==> src/rtl/digit_sequence_detector.sv <==
// Sliding-window detector for a fixed sequence of digits, with overlapping or non-overlapping
// detection. Define SEQDET_MATCH_COUNT_EN to build the saturating match_count output.
module digit_sequence_detector #(
    parameter int unsigned                     DIGIT_W = 4,
    parameter int unsigned                     SEQ_LEN = 4,
    parameter logic [DIGIT_W*SEQ_LEN-1:0]      PATTERN = 16'h1094
) (
    input  logic                               clock,
    input  logic                               reset_n,
    input  logic                               valid,
    input  logic [DIGIT_W-1:0]                 number,
    input  logic                               overlap_en,
    output logic                               pattern,
    output logic [$clog2(SEQ_LEN+1)-1:0]       fill
`ifdef SEQDET_MATCH_COUNT_EN
    ,
    output logic [7:0]                         match_count
`endif
);

    localparam int unsigned HIST_W = DIGIT_W * SEQ_LEN;
    localparam int unsigned FILL_W = $clog2(SEQ_LEN + 1);
    localparam logic [FILL_W-1:0] FILL_FULL = FILL_W'(SEQ_LEN);

    logic [HIST_W-1:0] history_q, history_d;
    logic [FILL_W-1:0] fill_q, fill_d;
    logic              pattern_q, pattern_d;

    logic [HIST_W-1:0] history_shift;
    logic [FILL_W-1:0] fill_inc;
    logic              match;

    // Oldest digit falls off the top; the new digit enters the bottom slice.
    assign history_shift = {history_q[HIST_W-DIGIT_W-1:0], number};
    assign fill_inc      = (fill_q == FILL_FULL) ? fill_q : fill_q + FILL_W'(1);
    assign match         = valid && (history_shift == PATTERN) && (fill_inc == FILL_FULL);

    always_comb begin
        history_d = history_q;
        fill_d    = fill_q;
        pattern_d = match;
        if (valid) begin
            if (match && !overlap_en) begin
                history_d = '0;
                fill_d    = '0;
            end else begin
                history_d = history_shift;
                fill_d    = fill_inc;
            end
        end
    end

    always_ff @(posedge clock or negedge reset_n) begin
        if (!reset_n) begin
            history_q <= '0;
            fill_q    <= '0;
            pattern_q <= 1'b0;
        end else begin
            history_q <= history_d;
            fill_q    <= fill_d;
            pattern_q <= pattern_d;
        end
    end

    assign pattern = pattern_q;
    assign fill    = fill_q;

`ifdef SEQDET_MATCH_COUNT_EN
    logic [7:0] match_count_q, match_count_d;

    always_comb begin
        match_count_d = match_count_q;
        if (match && (match_count_q != 8'hFF)) begin
            match_count_d = match_count_q + 8'd1;
        end
    end

    always_ff @(posedge clock or negedge reset_n) begin
        if (!reset_n) begin
            match_count_q <= 8'd0;
        end else begin
            match_count_q <= match_count_d;
        end
    end

    assign match_count = match_count_q;
`endif

endmodule

==> config.mk <==
export PLATFORM = sky130hd
export DESIGN_NAME = digit_sequence_detector
export DESIGN_NICKNAME = d
export VERILOG_FILES = /design/src/rtl/digit_sequence_detector.sv
export SDC_FILE = /design/constraint.sdc
export NUM_CORES = 1
export LEC_CHECK = 0
export BUFFER_PORTS_ARGS = -buffer_cell sky130_fd_sc_hd__buf_2
export CAP_MARGIN = 15
export CELL_PAD_IN_SITES_DETAIL_PLACEMENT = 0
export CELL_PAD_IN_SITES_GLOBAL_PLACEMENT = 2
export CORE_ASPECT_RATIO = 1.1
export CORE_MARGIN = 10
export CORE_UTILIZATION = 42
export CTS_BUF_LIST = sky130_fd_sc_hd__clkbuf_8
export DETAILED_ROUTE_END_ITERATION = 16
export PLACE_DENSITY_LB_ADDON = 0.08
export SYNTH_ARGS = -nofsm -noshare
export SYNTH_HDL_FRONTEND = slang
export SYNTH_SLANG_ARGS = --single-unit
==> constraint.sdc <==
create_clock -name clock -period 4.7 [get_ports clock]
set_clock_uncertainty 0.05 [all_clocks]
set_input_delay 0.47 -clock clock [delete_from_list [all_inputs] [get_ports clock]]
set_output_delay 0.47 -clock clock [all_outputs]
set_load 0.01 [all_outputs]
==> results.cfg <==
[clock_tree]
cts-root-buf = clkbuf_8
postCtsHoldBufs = 0
cts_buffers = 3
cts_max_path_buffers = 2
cts_resized = 0
post_cts_buffers = 0
clk_latency_ns = 0.25
clk_pin_slew_worst_paths_ns = 0.06
h-tree-depth = 1
tritoncts = built
cts.sink_count = 16

[sta]
drv_slew = 0
fin_crit_sh_pct = 43.3
slew_headroom_pct = 74.7
hold_viol = 0
rsz0062_at_grt = no
period_minus_slack_ns = 2.04
worst_pin_slew_ns = 0.380
setup_tns_ns = 0
setup_viol = 0
fmax_mhz = 491

[setup_path]
rr_worst_depth = 6
crit_fanout = 5
required_ns = 4.79
crit_type = flip-flop to flip-flop
end_kind = flip-flop
worstPathArrival_ns = 2.12
crit_path_start_kind = flip-flop

[placed_design]
hpwl_um = 993
dpl.cell_count = 83
place_area_um2 = 822
port_buffers = 11
gp_congestion = 0.684

[layout]
design_area_um2 = 877
mostFrequentLayoutCell = dfrtp_1
drive_gt1_share_pct = 39.1
layout.nets = 80
syn2layout_area_growth_pct = 16.4
final_core_util_pct = 50.4
antennaDiodeCount = 0
finalNonFillerCells = 87
mostFrequentLayoutCells = dfrtp_1 (16), buf_2 (11), mux2_2 (9)

[die]
num_io_pins = 12
die_width_um = 60.4
core_area_um2 = 1740
row_count = 16
start_util_pct = 43.2
design.die.area_um2 = 3890
die_h_um = 64.4

[yosys]
synth.distinct_cells = 23
ys_seq_elements = 16
syn_nets = 66
syn_area_per_cell_um2 = 13.5
synth_top_area_share_pct = 53.2
synthCells = 56
synth_largest_area_cell = dfrtp_1
synth_area_leaders = dfrtp_1 (53%), mux2_2 (13%), a31o_1 (4.7%), nand4bb_4 (3.7%), ha_1 (3.3%)
netlist_area_um2 = 753
yosysWarnings = 0
seq_area_frac_synth_pct = 53.2

[global_routing]
antenna_found_initial = 0
grt_max_degree = 22
grt-ovfl-total = 0
grt_pass1_wl_mm = 2.30
grtUsageTotal_pct = 7.79
grt_pass1_vias = 462

[power]
ir_drop_mv = 0.217
power_per_cell_area_nw_per_um2 = 487
p_leak_nw = 0.409
power_w = 0.000428

[routing]
routed_wl_mm = 1.32
wl_per_cell_um = 15.2
drt-initial-drc-count = 11
firstDrtPassIters = 3
drc = 0
vias_per_cell = 5.05
ant_nets = 0
num_vias = 439

[run_status]
outcome = finished clean

[job]
drv_cap = 0

[hold_path]
holdCritPathClass = input pin to async pin
-- layer usage --
metal	GRT usage (%)	part of all wire (%)	routed length [um]	up-vias
li1	-	-	-	228
met1	10.1	48	637	199
met2	10.8	43	572	8
met3	2.92	6.2	82	4
met4	4.21	2.0	26	0
met5	0	0	0	-
-- through the flow --
step | worst slack, ns | hold slack [ns]
6_report | 2.66 | 0.0686
3_3_place_gp | 2.63 | 0.346
2_1_floorplan | 2.88 | 0.124
4_1_cts | 2.62 | 0.0812
5_1_grt | 2.53 | 0.0943
3_5_place_dp | 2.64 | 0.350
-- registers in the layout (all words and copies together) (netlist names) --
register / count
pattern: 1
fill: 3
history_q: 12
-- cell usage after synthesis --
cell / instances
nor4b_1: 1
o2111ai_1: 1
and3b_2: 1
nand4bb_4: 1
o21a_1: 1
ha_1: 2
clkbuf_1: 1
xnor2_2: 1
nand3b_1: 1
mux2_2: 9
nor2b_1: 4
buf_2: 1
nor4_1: 1
nor4bb_1: 1
dfrtp_1: 16
a31o_1: 4
nor2_1: 1
xnor2_1: 1
inv_1: 2
and3_1: 1
o21ai_0: 1
and4bb_1: 1
nand2_1: 3
-- kinds of logic after synthesis --
group,share of synthesized area [%]
AND/OR/NAND/NOR,17.1
flip-flops,53.2
multiplexers,13.5
AO/OA/AOI/OAI,7.47
buffers and inverters,2.16
XOR/XNOR,3.32
adder cells (fa/ha/maj),3.32
-- critical path: stages (launching register included) --
cell,delay [ns]
dfrtp_1,0.47
inv_1,0.07
ha_1,0.31
nor4b_1,0.35
and3_1,0.27
nand4bb_4,0.14
a31o_1,0.25
-- final timing paths --
kind | startpoint | to | slack, ns
worst max-delay path | fill[0] | history_q[2] | 2.66
worst min-delay path | reset_n | fill[0] | 0.07
worst max register to register | fill[0] | history_q[2] | 2.66
worst min register to register | history_q[8] | history_q[8] | 0.45
max in group asynchronous | reset_n | history_q[11] | 4.28
min in group clock | number[1] | history_q[1] | 0.42
-- cell type report --
| cell class | count | area (um2) |
|---|---|---|
| Sequential cell | 16 | 400 |
| Inverter | 2 | 7.51 |
| Tap cell | 18 | 22.5 |
| Fill cell | 156 | 865 |
| Clock buffer | 4 | 55.1 |
| Timing Repair Buffer | 11 | 55.1 |
| Multi-Input combinational cell | 36 | 337 |
-- power by group --
group | total [W] | switching, W | leakage, nW | internal [W]
clock | 0.000120 | 0.0000459 | 0.0288 | 0.0000742
combinational | 0.000115 | 0.0000545 | 0.186 | 0.0000607
sequential | 0.000192 | 0.0000272 | 0.194 | 0.000165
total | 0.000428 | 0.000128 | 0.409 | 0.000300
(Power assumes the default switching activity.)
